<file path="src/rtl/uart_rx.sv">
// -----------------------------------------------------------------------------
// uart_rx
// 8N1 serial receiver with a fixed integer number of clk cycles per bit.
// The asynchronous line is brought into the clk domain through two flops. A
// falling edge is qualified by a start-bit sample at its mid-period, and every
// following bit is sampled at its mid-period. Completed bytes are handed over
// through a one-entry valid/ready register. Framing and overrun events are
// reported as one-cycle pulses.
//
// Optional build macro:
//   UART_RX_MAJORITY_EN - every sample is the 2-of-3 majority of rx_s over the
//                         sample cycle and the two cycles before it. This
//                         requires clocks_per_bit >= 4. Output timing is the
//                         same as in the default build.
//
// Parameter:
//   clocks_per_bit - clk cycles per serial bit (>= 2, or >= 4 with majority)
//
// Ports:
//   clk         in   clock, all state updates on posedge
//   rst_n       in   asynchronous active-low reset
//   in_rx       in   serial line, asynchronous to clk, idle high
//   in_ready    in   consumer takes out_data this cycle
//   out_data    out  [7:0] received byte, stable while out_valid
//   out_valid   out  out_data holds an unconsumed byte
//   out_busy    out  receiver is in any state other than IDLE
//   out_error   out  one-cycle pulse when the stop bit is sampled 0
//   out_overrun out  one-cycle pulse when a byte completes while the output
//                    register is still full (the new byte is dropped)
// -----------------------------------------------------------------------------
module uart_rx #(
    parameter int clocks_per_bit = 4
) (
    input  logic       clk,
    input  logic       rst_n,
    input  logic       in_rx,
    input  logic       in_ready,
    output logic [7:0] out_data,
    output logic       out_valid,
    output logic       out_busy,
    output logic       out_error,
    output logic       out_overrun
);

    localparam int CW = (clocks_per_bit > 2) ? $clog2(clocks_per_bit) : 1;
    localparam logic [CW-1:0] CNT_FULL = CW'(clocks_per_bit - 1);
    localparam logic [CW-1:0] CNT_HALF = CW'(clocks_per_bit / 2 - 1);

    typedef enum logic [2:0] {
        ST_IDLE    = 3'd0,
        ST_START   = 3'd1,
        ST_DATA    = 3'd2,
        ST_STOP    = 3'd3,
        ST_RECOVER = 3'd4
    } state_t;

    logic [1:0]    sync_r;
    logic          rx_s;
    logic          sample_s;
    logic          tick_s;
    logic          counting_s;

    state_t        state_r;
    state_t        state_nxt_s;
    logic [CW-1:0] cnt_r;
    logic [CW-1:0] cnt_nxt_s;
    logic [2:0]    idx_r;
    logic [2:0]    idx_nxt_s;
    logic [7:0]    shift_r;
    logic [7:0]    shift_nxt_s;
    logic [7:0]    data_nxt_s;
    logic          valid_nxt_s;
    logic          busy_nxt_s;
    logic          error_nxt_s;
    logic          overrun_nxt_s;
    logic          deliver_s;

    // Two-flop synchroniser for the asynchronous serial line; idles high.
    always_ff @(posedge clk or negedge rst_n) begin
        if (!rst_n) begin
            sync_r <= 2'b11;
        end else begin
            sync_r <= {sync_r[0], in_rx};
        end
    end

    assign rx_s = sync_r[1];

`ifdef UART_RX_MAJORITY_EN
    // 2-of-3 vote used to reject single-cycle glitches on the line.
    function automatic logic maj3(input logic a, input logic b, input logic c);
        maj3 = (a & b) | (a & c) | (b & c);
    endfunction

    logic [1:0] hist_r;   // [0] = rx_s one cycle ago, [1] = two cycles ago

    // Short history of the synchronised line for the majority vote.
    always_ff @(posedge clk or negedge rst_n) begin
        if (!rst_n) begin
            hist_r <= 2'b11;
        end else begin
            hist_r <= {hist_r[0], rx_s};
        end
    end

    assign sample_s = maj3(rx_s, hist_r[0], hist_r[1]);
`else
    assign sample_s = rx_s;
`endif

    // The bit-period counter only runs while a frame is being received.
    assign counting_s = (state_r == ST_START) || (state_r == ST_DATA) ||
                        (state_r == ST_STOP);
    assign tick_s     = counting_s && (cnt_r == '0);

    // State register and datapath/output registers.
    always_ff @(posedge clk or negedge rst_n) begin
        if (!rst_n) begin
            state_r     <= ST_IDLE;
            cnt_r       <= '0;
            idx_r       <= 3'd0;
            shift_r     <= 8'h00;
            out_data    <= 8'h00;
            out_valid   <= 1'b0;
            out_busy    <= 1'b0;
            out_error   <= 1'b0;
            out_overrun <= 1'b0;
        end else begin
            state_r     <= state_nxt_s;
            cnt_r       <= cnt_nxt_s;
            idx_r       <= idx_nxt_s;
            shift_r     <= shift_nxt_s;
            out_data    <= data_nxt_s;
            out_valid   <= valid_nxt_s;
            out_busy    <= busy_nxt_s;
            out_error   <= error_nxt_s;
            out_overrun <= overrun_nxt_s;
        end
    end

    // Next-state, counter, shift and delivery logic.
    always_comb begin
        state_nxt_s   = state_r;
        cnt_nxt_s     = cnt_r;
        idx_nxt_s     = idx_r;
        shift_nxt_s   = shift_r;
        data_nxt_s    = out_data;
        valid_nxt_s   = out_valid;
        error_nxt_s   = 1'b0;
        overrun_nxt_s = 1'b0;
        deliver_s     = 1'b0;

        if (counting_s) begin
            cnt_nxt_s = tick_s ? CNT_FULL : (cnt_r - CW'(1));
        end else begin
            cnt_nxt_s = cnt_r;
        end

        case (state_r)
            ST_IDLE: begin
                if (!rx_s) begin
                    // First sample lands half a bit in, at the start-bit centre.
                    state_nxt_s = ST_START;
                    cnt_nxt_s   = CNT_HALF;
                end else begin
                    state_nxt_s = ST_IDLE;
                end
            end
            ST_START: begin
                if (tick_s) begin
                    if (!sample_s) begin
                        state_nxt_s = ST_DATA;
                        idx_nxt_s   = 3'd0;
                    end else begin
                        // Line was high again at mid-bit: glitch, not a frame.
                        state_nxt_s = ST_IDLE;
                    end
                end else begin
                    state_nxt_s = ST_START;
                end
            end
            ST_DATA: begin
                if (tick_s) begin
                    shift_nxt_s = {sample_s, shift_r[7:1]};
                    idx_nxt_s   = idx_r + 3'd1;
                    if (idx_r == 3'd7) begin
                        state_nxt_s = ST_STOP;
                    end else begin
                        state_nxt_s = ST_DATA;
                    end
                end else begin
                    state_nxt_s = ST_DATA;
                end
            end
            ST_STOP: begin
                if (tick_s) begin
                    if (sample_s) begin
                        // Leaving at the stop mid-point allows back-to-back frames.
                        deliver_s   = 1'b1;
                        state_nxt_s = ST_IDLE;
                    end else begin
                        error_nxt_s = 1'b1;
                        state_nxt_s = ST_RECOVER;
                    end
                end else begin
                    state_nxt_s = ST_STOP;
                end
            end
            ST_RECOVER: begin
                // Hold off until a break / stuck-low line releases.
                if (rx_s) begin
                    state_nxt_s = ST_IDLE;
                end else begin
                    state_nxt_s = ST_RECOVER;
                end
            end
            default: begin
                state_nxt_s = ST_IDLE;
            end
        endcase

        // A slot is free if empty or being drained in this same cycle.
        if (deliver_s) begin
            if (!out_valid || in_ready) begin
                data_nxt_s  = shift_r;
                valid_nxt_s = 1'b1;
            end else begin
                overrun_nxt_s = 1'b1;
            end
        end else if (out_valid && in_ready) begin
            valid_nxt_s = 1'b0;
        end else begin
            valid_nxt_s = out_valid;
        end

        busy_nxt_s = (state_nxt_s != ST_IDLE);
    end

endmodule

</file>
<file path="config.mk">
export PLATFORM = sky130hd
export DESIGN_NAME = uart_rx
export DESIGN_NICKNAME = d
export VERILOG_FILES = /design/src/rtl/uart_rx.sv
export SDC_FILE = /design/constraint.sdc
export NUM_CORES = 1
export LEC_CHECK = 0
export CAP_MARGIN = 20
export CORE_MARGIN = 5
export CORE_UTILIZATION = 53
export CTS_CLUSTER_SIZE = 40
export DETAILED_ROUTE_END_ITERATION = 8
export PLACE_DENSITY = 0.87
export SLEW_MARGIN = 20
export SYNTH_ARGS = -nofsm -noshare
export SYNTH_HDL_FRONTEND = slang
export SYNTH_SLANG_ARGS = --single-unit
</file>
<file path="constraint.sdc">
create_clock -name clk -period 1.8 [get_ports clk]
set_input_delay 0.54 -clock clk [delete_from_list [all_inputs] [get_ports clk]]
set_output_delay 0.54 -clock clk [all_outputs]
set_load 0.01 [all_outputs]
</file>
==> flow_summary.yaml <==
placement:
  gp_congestion: 0.6758
  dp.cells: 136
  portbufs: 15
  pre_cts_slack_ps: -19.10
  post_detailed_placement_half_perimeter_wirelength_um: 1620
worst_setup_path:
  timing.critical_path.slowest_stage_cell: "clkdlybuf4s50_1"
  cp_cell_sequence: "clkdlybuf4s50_1"
  reg2reg_depth: 5
  setup.worst_path.class: "flop to primary output"
  r2r_slack_ps: 120
  maximum_fanout_encountered_on_the_critical_timing_path: 1
  timing.critical_path.arrival_ps: 1190
  critPathBufInv: 1
  max_stage_delay_ps: 530
  cp.required_ps: 1260
  critical_path.reg2reg.startpoint: "cnt_r[0]"
  critPathCaptureType: "primary output"
  timing.rr.end: "shift_r[0]"
  timing.critical_path.max_delay_family: "buffers and inverters"
  critPathLaunchType: "flop"
final_layout:
  post_route_cells_drive_above_1_share: 0.2982
  final_cells: 144
  design.final.nets: 120
  insertedDiodeCount: 0
  areaGrowthSynthToFinish_pct: 20.68
logic_synthesis:
  async_reset_ff_frac: 1.000
  post-synth-top-area-cell: "dfrtp_1"
  synth_top_flop_cell: "dfrtp_1"
  adder_cell_area_share_of_the_yosys_netlist: 0.02899
  synth_top_cells_by_area: "dfrtp_1 (54%), mux2_2 (14%), dfstp_2 (4.1%), ha_1 (2.9%), inv_1 (1.7%)"
  yosys.cell_count.top_type: "dfrtp_1"
  dominant_combinational_cell_family_by_area_after_synthesis: "multiplexers"
  compound_cell_area_share_of_the_yosys_netlist: 0.06763
  post_synth_mux_area_share: 0.1556
  synth.top_cells.by_count: "dfrtp_1 (28), mux2_2 (16), inv_1 (6), nor2_1 (4), o21ai_0 (4)"
  synth_xor_area_frac: 0
  synth.avg_cell_area_um2: 13.78
  synth-edff-count: 0
  synth-seq-area-share: 0.5816
  synth-warning-count: 0
  syn_inst: 94
  post_synthesis_cell_area_mm2: 0.001295
  synthDistinctLibCells: 32
  area_share_of_the_largest_cell_type_after_synthesis: 0.5411
  synth_seq_cells: 30
  synth-simple-area-share: 0.1246
  mappedNetlistNets: 101
timing:
  max_clock_freq_mhz: 578.2
  timing.hold.ws_ps: 360.0
  timing.final.max_slew_violations: 0
  final_hold_viol_count: 0
  max_slew.worst_pin.slew_ps: 441.9
  rsz0062_at_grt: "no"
  skew_ps: 7.169
  finalWorstSetupSlack_ps: 70.61
  setup_total_negative_slack_ps: 0
  layout_worst_path_cycle_share: 0.9608
  final_period_minus_worst_setup_slack_ps: 1729
  max_slew_margin: 0.7044
  setup_viol_count_final: 0
power_and_ir_drop:
  sw_frac_of_total: 0.3336
  p_leak_nw: 0.9019
  clock_power_share: 0.200
  total_power_mw: 2.070
  combinationalPowerShare: 0.321
  power.net_switching_mw: 0.6906
  power.density_cell_area_mw_per_mm2: 1325
  power.internal_mw: 1.380
  share_seq_of_total_power: 0.479
  ir_worst_vdd_v: 0.001003
clock_tree:
  worst_setup_hold_path_clk_slew_ps: 90
  root_buffer_master: "clkbuf_4"
  post-cts-setup-buffer-count: 0
  tritoncts: "yes"
  later_pin_clock_latency_in_the_skew_report_ps: 330
  cts_buffers: 5
  cts.sinks: 30
  maximum_root_to_sink_buffer_count: 2
  htree_num_levels: 2
  hold_bufs_inserted_after_cts: 0
  ctsResizeCount: 1
drt:
  drt_first_iter_violations: 19
  final_ant_viol_nets: 0
  viasPerCell: 5.479
  drcViolationCount: 0
  first_pass_iters: 4
  totalWireLength_um: 2336
  route.vias.total: 789
  average_wire_length_per_cell_after_detail_routing_um: 16.22
die:
  top_level_ports: 16
  fp-row-count: 18
  dieWidth_um: 59.43
  die_area_mm2: 0.003532
  core_footprint_mm2: 0.002410
  die_y_um: 59.43
  starting_utilization_of_the_core_area: 0.5374
global_routing:
  grt_first_pass_wirelength_um: 4153
  grt.total_usage: 0.1654
  number_of_global_route_vias_before_repair: 884
  grt_start_max_net_pins: 23
  overflow: 0
  grt_antenna_before_repair: 0
outcome:
  outcome: "finished, final reports clean"
hold_path:
  min_from: "sync_r[0]"
  hold_path.class: "flop to flop"
  hold-path-cell-count: 0
  end_point_of_the_worst_hold_path: "sync_r[1]"
job:
  max-cap-violations: 0
[registers in the layout, indices dropped and copies added, names as in the netlist]
register	flops
out_data	8
shift_r	8
idx_r	3
state_r	3
cnt_r	2
sync_r	2
out_busy	1
out_error	1
out_overrun	1
out_valid	1
[worst max-delay path by stage]
stage                startpoint          end  slack (ps)  depth (start not counted)
floorplan              cnt_r[0]   shift_r[0]         220                          5
global route          out_error    out_error          20                          1
CTS                 out_data[1]  out_data[1]           5                          1
detailed placement     in_ready  out_data[1]         -20                          4
global placement       in_ready  out_data[2]          30                          4
finish                 out_busy     out_busy          70                          1
[final cells by class]
class,instances,area (µm²)
clock buffers,7,55.05
clock inverters,1,5.005
fillers,199,847.1
inverters,6,22.52
multi-input cells,54,500.5
flip-flops and latches,30,753.2
well taps,30,37.54
repair buffers,16,188.9
[layer usage]
| layer | wire length [µm] | global-route usage | share of wire | up-vias |
|---|---|---|---|---|
| li1 | - | - | - | 363 |
| met1 | 920 | 0.1842 | 0.39 | 398 |
| met2 | 1232 | 0.2699 | 0.53 | 21 |
| met3 | 130 | 0.07407 | 0.056 | 7 |
| met4 | 52 | 0.07443 | 0.022 | 0 |
| met5 | 0 | 0 | 0 | - |
[power groups by stage]
stage	Sequential, mW	Combinational [mW]	Clock, mW
after global placement	0.986	0.606	0
after detailed placement	1.00	0.644	0
after floorplan	0.947	0.498	0
final	0.991	0.665	0.414
after CTS	0.990	0.642	0.430
after global routing	1.02	0.730	0.465
[cells in the final DEF (no fill, tap or decap), drive strengths merged]
cell	instances
a21o	1
a21oi	2
o21bai	2
nand3	1
nor3b	1
and3	1
ha	3
clkdlybuf4s50	6
o2bb2ai	1
mux2	17
nand2b	1
or2b	2
or3b	1
nor2	5
clkbuf	7
mux2i	1
dlymetal6s2s	8
nand2	3
o211ai	1
dfstp	2
o31ai	1
buf	1
clkinv	1
nor2b	2
inv	6
and4b	1
dfrtp	28
o21ai	4
nor3	1
nand4b	2
dlygate4sd2	1
[cell families (layout without fill, tap and decap cells)]
logic type      Yosys count  in the layout
flops                    30             30
simple gates             21             21
mux                      18             18
compound gates           12             12
buf+inv                  10             30
fa+ha+maj                 3              3
[per-stage QoR]
| step | utilization | instance area (µm²) |
|---|---|---|
| final | 0.6485 | 1563 |
| after global routing | 0.6485 | 1563 |
| after CTS | 0.6350 | 1530 |
| after detailed placement | 0.6106 | 1471 |
| after global placement | 0.6106 | 1471 |
| after floorplan | - | 1295 |
Note: power is estimated with default switching activity, not from simulation.
